===== config.mk =====
export PLATFORM = sky130hd
export DESIGN_NAME = ceespu_branch_ctrl_flat
export DESIGN_NICKNAME = d
export VERILOG_FILES = /design/src/rtl/ceespu_branch_ctrl_if.sv /design/src/rtl/ceespu_branch_ctrl.sv /design/src/flat_wrapper.sv
export SDC_FILE = /design/constraint.sdc
export NUM_CORES = 1
export LEC_CHECK = 0
export CAP_MARGIN = 5
export CORE_ASPECT_RATIO = 0.5
export CORE_MARGIN = 2
export CORE_UTILIZATION = 42
export DETAILED_ROUTE_END_ITERATION = 10
export PLACE_DENSITY = 0.81
export SLEW_MARGIN = 20
export SYNTH_ARGS = -nofsm -noshare
export SYNTH_HDL_FRONTEND = slang
export SYNTH_SLANG_ARGS = --single-unit

===== constraint.sdc =====
create_clock -name I_clk -period 4.8 [get_ports I_clk]
set_clock_uncertainty 0.1 [all_clocks]
set_input_delay 0.96 -clock I_clk [delete_from_list [all_inputs] [get_ports I_clk]]
set_output_delay 0.96 -clock I_clk [all_outputs]
set_load 0.01 [all_outputs]

===== src/rtl/ceespu_branch_ctrl_if.sv =====
// Branch-controller bundle: decode handshake, forwarded operands, carry write,
// pipeline kill, compare-unit drive/result and front-end redirect controls.
interface ceespu_branch_ctrl_if;
  logic        I_valid;
  logic        O_ready;
  logic [2:0]  I_branchOp;
  logic [31:0] I_target;
  logic        I_opsReady;
  logic [31:0] I_dataA;
  logic [31:0] I_dataB;
  logic        I_carryWe;
  logic        I_carry;
  logic        I_kill;
  logic [31:0] O_cmpA;
  logic [31:0] O_cmpB;
  logic [2:0]  O_cmpOp;
  logic        O_cmpCin;
  logic        I_cmpResult;
  logic        O_stall;
  logic        O_doBranch;
  logic [31:0] O_target;
  logic        O_flush;
  logic        O_carryFlag;

  // Pipeline / compare-unit side
  modport master (
    output I_valid, I_branchOp, I_target, I_opsReady, I_dataA, I_dataB,
    output I_carryWe, I_carry, I_kill, I_cmpResult,
    input  O_ready, O_cmpA, O_cmpB, O_cmpOp, O_cmpCin,
    input  O_stall, O_doBranch, O_target, O_flush, O_carryFlag
  );

  // Branch controller side
  modport slave (
    input  I_valid, I_branchOp, I_target, I_opsReady, I_dataA, I_dataB,
    input  I_carryWe, I_carry, I_kill, I_cmpResult,
    output O_ready, O_cmpA, O_cmpB, O_cmpOp, O_cmpCin,
    output O_stall, O_doBranch, O_target, O_flush, O_carryFlag
  );
endinterface


===== src/rtl/ceespu_branch_ctrl.sv =====
// Branch resolution sequencer: latches one branch, feeds the compare unit from
// registers, then redirects fetch and holds the front end flushed.
module ceespu_branch_ctrl #(
  parameter int unsigned FLUSH_CYCLES = 2
) (
  input logic                 I_clk,
  input logic                 I_rst,
  ceespu_branch_ctrl_if.slave bus
);

  typedef enum logic [1:0] {
    IDLE     = 2'd0,
    WAIT_OPS = 2'd1,
    RESOLVE  = 2'd2,
    FLUSH    = 2'd3
  } state_e;

  localparam logic [3:0] FLUSH_INIT = 4'(FLUSH_CYCLES);

  state_e      state_q;
  logic [2:0]  op_q;
  logic [31:0] a_q;
  logic [31:0] b_q;
  logic [31:0] target_q;
  logic        cin_q;
  logic        carry_q;
  logic [3:0]  cnt_q;
  logic        ready_q;
  logic        stall_q;
  logic        do_branch_q;
  logic        flush_q;
  logic        cin_d;

  // A carry written in the capture cycle must reach the compare unit.
  assign cin_d = bus.I_carryWe ? bus.I_carry : carry_q;

  always_ff @(posedge I_clk or posedge I_rst) begin
    if (I_rst) begin
      carry_q <= 1'b0;
    end else if (bus.I_carryWe) begin
      carry_q <= bus.I_carry;
    end
  end

  always_ff @(posedge I_clk or posedge I_rst) begin
    if (I_rst) begin
      state_q     <= IDLE;
      op_q        <= 3'd0;
      a_q         <= 32'd0;
      b_q         <= 32'd0;
      target_q    <= 32'd0;
      cin_q       <= 1'b0;
      cnt_q       <= 4'd0;
      ready_q     <= 1'b1;
      stall_q     <= 1'b0;
      do_branch_q <= 1'b0;
      flush_q     <= 1'b0;
    end else begin
      do_branch_q <= 1'b0;
      if (bus.I_kill) begin
        state_q <= IDLE;
        cnt_q   <= 4'd0;
        ready_q <= 1'b1;
        stall_q <= 1'b0;
        flush_q <= 1'b0;
      end else begin
        case (state_q)
          IDLE: begin
            if (bus.I_valid) begin
              op_q     <= bus.I_branchOp;
              target_q <= bus.I_target;
              ready_q  <= 1'b0;
              stall_q  <= 1'b1;
              if (bus.I_opsReady) begin
                a_q     <= bus.I_dataA;
                b_q     <= bus.I_dataB;
                cin_q   <= cin_d;
                state_q <= RESOLVE;
              end else begin
                state_q <= WAIT_OPS;
              end
            end
          end
          WAIT_OPS: begin
            if (bus.I_opsReady) begin
              a_q     <= bus.I_dataA;
              b_q     <= bus.I_dataB;
              cin_q   <= cin_d;
              state_q <= RESOLVE;
            end
          end
          RESOLVE: begin
            if (bus.I_cmpResult) begin
              cnt_q       <= FLUSH_INIT;
              do_branch_q <= 1'b1;
              flush_q     <= 1'b1;
              state_q     <= FLUSH;
            end else begin
              ready_q <= 1'b1;
              stall_q <= 1'b0;
              state_q <= IDLE;
            end
          end
          FLUSH: begin
            if (cnt_q == 4'd1) begin
              cnt_q   <= 4'd0;
              ready_q <= 1'b1;
              stall_q <= 1'b0;
              flush_q <= 1'b0;
              state_q <= IDLE;
            end else begin
              cnt_q <= cnt_q - 4'd1;
            end
          end
          default: state_q <= IDLE;
        endcase
      end
    end
  end

  assign bus.O_ready     = ready_q;
  assign bus.O_stall     = stall_q;
  assign bus.O_doBranch  = do_branch_q;
  assign bus.O_flush     = flush_q;
  assign bus.O_target    = target_q;
  assign bus.O_cmpA      = a_q;
  assign bus.O_cmpB      = b_q;
  assign bus.O_cmpOp     = op_q;
  assign bus.O_cmpCin    = cin_q;
  assign bus.O_carryFlag = carry_q;

endmodule


===== src/flat_wrapper.sv =====
// flat-port wrapper written by rule: the top's interface ports become plain ports
module ceespu_branch_ctrl_flat 
#(
  parameter int unsigned FLUSH_CYCLES = 2
)
  (I_clk, I_rst, bus_I_valid, bus_I_branchOp, bus_I_target, bus_I_opsReady, bus_I_dataA, bus_I_dataB, bus_I_carryWe, bus_I_carry, bus_I_kill, bus_I_cmpResult, bus_O_ready, bus_O_cmpA, bus_O_cmpB, bus_O_cmpOp, bus_O_cmpCin, bus_O_stall, bus_O_doBranch, bus_O_target, bus_O_flush, bus_O_carryFlag);
  ceespu_branch_ctrl_if bus_i ();
  input logic I_clk;
  input logic I_rst;
  input wire logic [$bits(bus_i.I_valid)-1:0] bus_I_valid;
  input wire logic [$bits(bus_i.I_branchOp)-1:0] bus_I_branchOp;
  input wire logic [$bits(bus_i.I_target)-1:0] bus_I_target;
  input wire logic [$bits(bus_i.I_opsReady)-1:0] bus_I_opsReady;
  input wire logic [$bits(bus_i.I_dataA)-1:0] bus_I_dataA;
  input wire logic [$bits(bus_i.I_dataB)-1:0] bus_I_dataB;
  input wire logic [$bits(bus_i.I_carryWe)-1:0] bus_I_carryWe;
  input wire logic [$bits(bus_i.I_carry)-1:0] bus_I_carry;
  input wire logic [$bits(bus_i.I_kill)-1:0] bus_I_kill;
  input wire logic [$bits(bus_i.I_cmpResult)-1:0] bus_I_cmpResult;
  output wire logic [$bits(bus_i.O_ready)-1:0] bus_O_ready;
  output wire logic [$bits(bus_i.O_cmpA)-1:0] bus_O_cmpA;
  output wire logic [$bits(bus_i.O_cmpB)-1:0] bus_O_cmpB;
  output wire logic [$bits(bus_i.O_cmpOp)-1:0] bus_O_cmpOp;
  output wire logic [$bits(bus_i.O_cmpCin)-1:0] bus_O_cmpCin;
  output wire logic [$bits(bus_i.O_stall)-1:0] bus_O_stall;
  output wire logic [$bits(bus_i.O_doBranch)-1:0] bus_O_doBranch;
  output wire logic [$bits(bus_i.O_target)-1:0] bus_O_target;
  output wire logic [$bits(bus_i.O_flush)-1:0] bus_O_flush;
  output wire logic [$bits(bus_i.O_carryFlag)-1:0] bus_O_carryFlag;
  assign bus_i.I_valid = bus_I_valid;
  assign bus_i.I_branchOp = bus_I_branchOp;
  assign bus_i.I_target = bus_I_target;
  assign bus_i.I_opsReady = bus_I_opsReady;
  assign bus_i.I_dataA = bus_I_dataA;
  assign bus_i.I_dataB = bus_I_dataB;
  assign bus_i.I_carryWe = bus_I_carryWe;
  assign bus_i.I_carry = bus_I_carry;
  assign bus_i.I_kill = bus_I_kill;
  assign bus_i.I_cmpResult = bus_I_cmpResult;
  assign bus_O_ready = bus_i.O_ready;
  assign bus_O_cmpA = bus_i.O_cmpA;
  assign bus_O_cmpB = bus_i.O_cmpB;
  assign bus_O_cmpOp = bus_i.O_cmpOp;
  assign bus_O_cmpCin = bus_i.O_cmpCin;
  assign bus_O_stall = bus_i.O_stall;
  assign bus_O_doBranch = bus_i.O_doBranch;
  assign bus_O_target = bus_i.O_target;
  assign bus_O_flush = bus_i.O_flush;
  assign bus_O_carryFlag = bus_i.O_carryFlag;
  ceespu_branch_ctrl #(.FLUSH_CYCLES(FLUSH_CYCLES)) u_core (.I_clk(I_clk), .I_rst(I_rst), .bus(bus_i));
endmodule

# Word level (Yosys, flattened, before mapping)
# Index checks and enable logic that the tools add are counted.
# word_totals
register_bits,111
latchBits,0
mem_bits_rw,0
rom_bits,0
inputBits,107
word_cells,71
mem_count,0
# classes
n_addsub,1
n_mul,0
div,0
order_cmp,0
n_eq_ne,10
n_shift,0
n_mux,37
n_bitwise,1
n_reduce_logical,10
# ops
operator,n
32-bit 2-to-1 mux,4
32-bit case mux with 2 select lines,2
1-bit 2-to-1 mux,16
2-bit 2-to-1 mux,6
4-bit 2-to-1 mux,3
3-bit != test (second input constant),4
3-bit AND reduction,4
2-bit case mux with 4 select lines,1
4-bit case mux with 2 select lines,1
1-bit case mux with 3 select lines,2
2-bit equality test (second input constant),2
4-bit by 1-bit equality test with 1-bit output (second input constant),1
1-bit case mux with 2 select lines,2
4-bit AND reduction,1
4-bit nonzero test,1
4-bit by 1-bit subtractor with 4-bit output (second input constant),1
3-bit by 2-bit != test with 1-bit output (second input constant),1
3-bit nonzero test,1
2-bit by 1-bit equality test with 1-bit output (second input constant),1
2-bit zero test,1
2-bit != test (second input constant),1
2-bit AND reduction,1
2-bit nonzero test,1
1-bit NOT,1

# Depth between registers and ports, before layout
# logic_depth
ltp_word,4
ltp_mapped,6

# Least setup slack after synthesis
# No wires, ideal clock.
# synth_path
kind,input-to-reg
start,input port bus_I_kill
end,register u_core.op_q[0] (netlist: u_core.bus.O_cmpOp[0])
setup_ns,0.125
arrival_time_ns,1.818
t_required_ns,4.575
setup_slack_ns,2.757
stages,4
n_path_buf,2
path_cell_list,nor4b_2 buf_6 buf_12 mux2_4
# synth_via
elab_chain_len,2
# synth_rtl
item,line_no,source
from (decl),flat_wrapper.sv:18,input wire logic [$bits(bus_i.I_kill)-1:0] bus_I_kill;
1-bit NOT (no line),n/a,
3-bit AND reduction (no line),n/a,
to (signal assigned),ceespu_branch_ctrl.sv:70,op_q <= bus.I_branchOp;
to (decl),ceespu_branch_ctrl.sv:21,logic [2:0] op_q;
# Every way passes these cells.
# A chain may end at the register's enable or synchronous reset.

# Worst setup path after layout
# layout_path
start,input port bus_I_kill
end,register u_core.target_q[8] (netlist: u_core.bus.O_target[8])
# layout_via
elab_chain_len,2
# layout_rtl
item,line_no,source
1-bit NOT (no line),n/a,
3-bit AND reduction (no line),n/a,
to (signal assigned),ceespu_branch_ctrl.sv:71,target_q <= bus.I_target;
to (decl),ceespu_branch_ctrl.sv:24,logic [31:0] target_q;
# Every way passes these cells.

==> reports/qor.yml <==
power_switching_mw: 0.810
pre_cts_ws_ns: 1.57
drive_above_1_share: 0.263
synthFlopType: "dfrtp_1"
firstDrtPassIters: 4
fin_crit_ns: 2.86
post_cts_buffers: 0
gp_congestion: 0.779
grt_overflow: 0
slew_violations: 0
grt_pass1_vias: 3250
met3_usage: 0.0480
nets: 588
power_density_nw_per_um2: 433
min_path_cells: 2
dr_total_vias: 2947
fillers: 796
synth_area_per_cell_um2: 17.6
wl_per_cell_um: 18.2
die_height_um: 78.7
synth_cells: 266
hold_path.class: "flop to flop"
synth-edff-count: 0
yosys.cell_types.count: 31
io_pins: 212
synth.area.top_cells: "dfrtp_1 (59%), mux2_4 (25%), mux2_2 (6.0%)"
n_antenna_cell: 0
endpoint_kind: "flop"
synth-seq-cells: 111
leakagePower_nw: 3.07
clockBufferDepth: 2
grtUsageTotal: 0.195
core_um2: 10900
fin_ws_ns: 1.94
first_iter_violations: 95
maxSlewHeadroom: 0.447
syn_area_um2: 4680
postCtsResizedCells: 0
cts_hold_buf: 0
synth_seq_area_share: 0.594
final_cell_mix: "clkdlybuf4s50_1 (211), dfrtp_1 (110), mux2_4 (78)"
irDropWorstVdd_uv: 210
switching_share: 0.262
power_frac_seq: 0.416
cts_root_buf: "clkbuf_16"
tns_ns: 0
final_cell_area_um2: 7150
gr-max-usage-layer: "met2"
finalSetupViolCount: 0
min_from: "u_core.bus.O_ready"
cts_made_buffers: 9
clk_latency_ns: 0.35
hold_viol: 0
htree_num_levels: 3
detailed_place_hpwl_um: 8480
r2r_cells: 3
antenna_left: 0
worstSetupStartpointType: "primary input"
grt_start_max_net_pins: 69
whs_endpoint: "u_core.bus.O_ready"
timing.rr.start: "u_core.state_q[1]"
total_power_mw: 3.09
crit_fanout: 31
start_util: 0.429
synth_top_area_cell: "dfrtp_1"
intPower_mw: 2.28
die_area_um2: 12100
port_buffers: 211
routed_wl_um: 11400
crit_type: "primary input to flop"
reg2reg_slack_ns: 2.66
area_growth_pct: 52.7
critPathRequiredTime_ns: 4.93
async_reset_ff_frac: 1.00
die_w_um: 153
layout_commonest_cell: "clkdlybuf4s50_1"
rsz0062_at_grt: "false"
row_count: 27
clk_pin_slew_ns: 0.07
worst_pin_slew_ns: 0.830
finalCritPeriodShare: 0.596
yosysWarnings: 0
grt_antenna_before_repair: 0
synth_fp_nets: 375
synth_top_area_frac: 0.588
maxCapViolCount: 0
cts_tree: "yes"
reg2reg_to: "u_core.bus.O_target[8]"
placed_area_um2: 6860
grt_pass1_wl_um: 18000
use_met1: 0.210
clkPwrFrac: 0.242
p_comb_frac: 0.341
fin_hold_ws_ns: 0.396
grtUsageMet2: 0.375
cts.sink_count: 111
fmax_ghz: 0.350
drc: 0
outcome: "complete, no violations"
cp_data_arrival_time_ns: 2.99
vias_per_cell: 4.69
[routing by layer]
| metal | part of all wire | up-vias |
|---|---|---|
| li1 | - | 1362 |
| met1 | 0.37 | 1510 |
| met2 | 0.57 | 55 |
| met3 | 0.032 | 20 |
| met4 | 0.023 | 0 |
| met5 | 0 | - |
[registers in the layout, summed over array words and instances, names as in the netlist, 2 cells and up]
signal,count
u_core.cnt_q,4
u_core.state_q,2
u_core.bus.O_cmpA,32
u_core.bus.O_cmpB,32
u_core.bus.O_target,32
u_core.bus.O_cmpOp,3
[power by group through the flow]
stage                     Combinational, mW  Clock [mW]  Sequential [mW]
final                                  1.06       0.749             1.29
after global routing                   1.11       0.808             1.32
after CTS                              1.07       0.765             1.29
after detailed placement               1.06           0             1.30
after global placement                 1.04           0             1.29
after floorplan                       0.369           0             1.39
[cells in the mapped netlist, types with 2 or more instances]
cell	n
mux2_2	25
buf_2	2
mux2_4	78
buf_6	3
buf_8	5
ha_1	2
nor3_1	4
inv_1	6
a21oi_1	2
nor2_1	4
buf_12	3
a22o_1	3
o22ai_1	2
dfrtp_1	110
[cell families (layout without fill, tap and decap cells)]
kind of cell / after synthesis / in the layout / synth area share
flip-flops: 111 / 111 / 0.594
buffers and inverters: 20 / 237 / 0.0446
multiplexers: 103 / 103 / 0.310
XOR/XNOR: 1 / 1 / 0.00187
adder cells (fa/ha/maj): 2 / 2 / 0.00535
AND/OR/NAND/NOR: 14 / 14 / 0.0187
AO/OA/AOI/OAI: 15 / 15 / 0.0254
[critical path: stages]
cell and delay [ns]:
clkdlybuf4s50_1 0.67, nor4b_4 0.65, buf_12 0.32, mux2_2 0.37
[final cells by class]
| cell class | count | area (um2) | area share |
|---|---|---|---|
| multi-input cells | 135 | 1710 | 0.239 |
| clock inverters | 3 | 43.8 | 0.00613 |
| well taps | 145 | 181 | 0.0254 |
| inverters | 6 | 25.0 | 0.00350 |
| clock buffers | 12 | 246 | 0.0345 |
| repair buffers | 216 | 2160 | 0.303 |
| flip-flops and latches | 111 | 2780 | 0.389 |
[per-stage QoR]
| stage | instances | utilization |
|---|---|---|
| floorplan | 266 | - |
| global placement | 613 | 0.628 |
| detailed placement | 613 | 0.628 |
| CTS | 628 | 0.655 |
| global route | 628 | 0.655 |
| finish | 628 | 0.655 |
[how the worst max path moves through the flow]
stage | startpoint | end
CTS | bus_I_kill | u_core.bus.O_cmpB[6]
floorplan | I_rst | u_core.bus.O_carryFlag
detailed placement | bus_I_kill | u_core.bus.O_cmpB[3]
global route | bus_I_kill | u_core.bus.O_cmpB[4]
finish | bus_I_kill | u_core.bus.O_target[8]
global placement | bus_I_kill | u_core.bus.O_cmpB[6]
No activity file was read; power rests on OpenSTA's default activity.
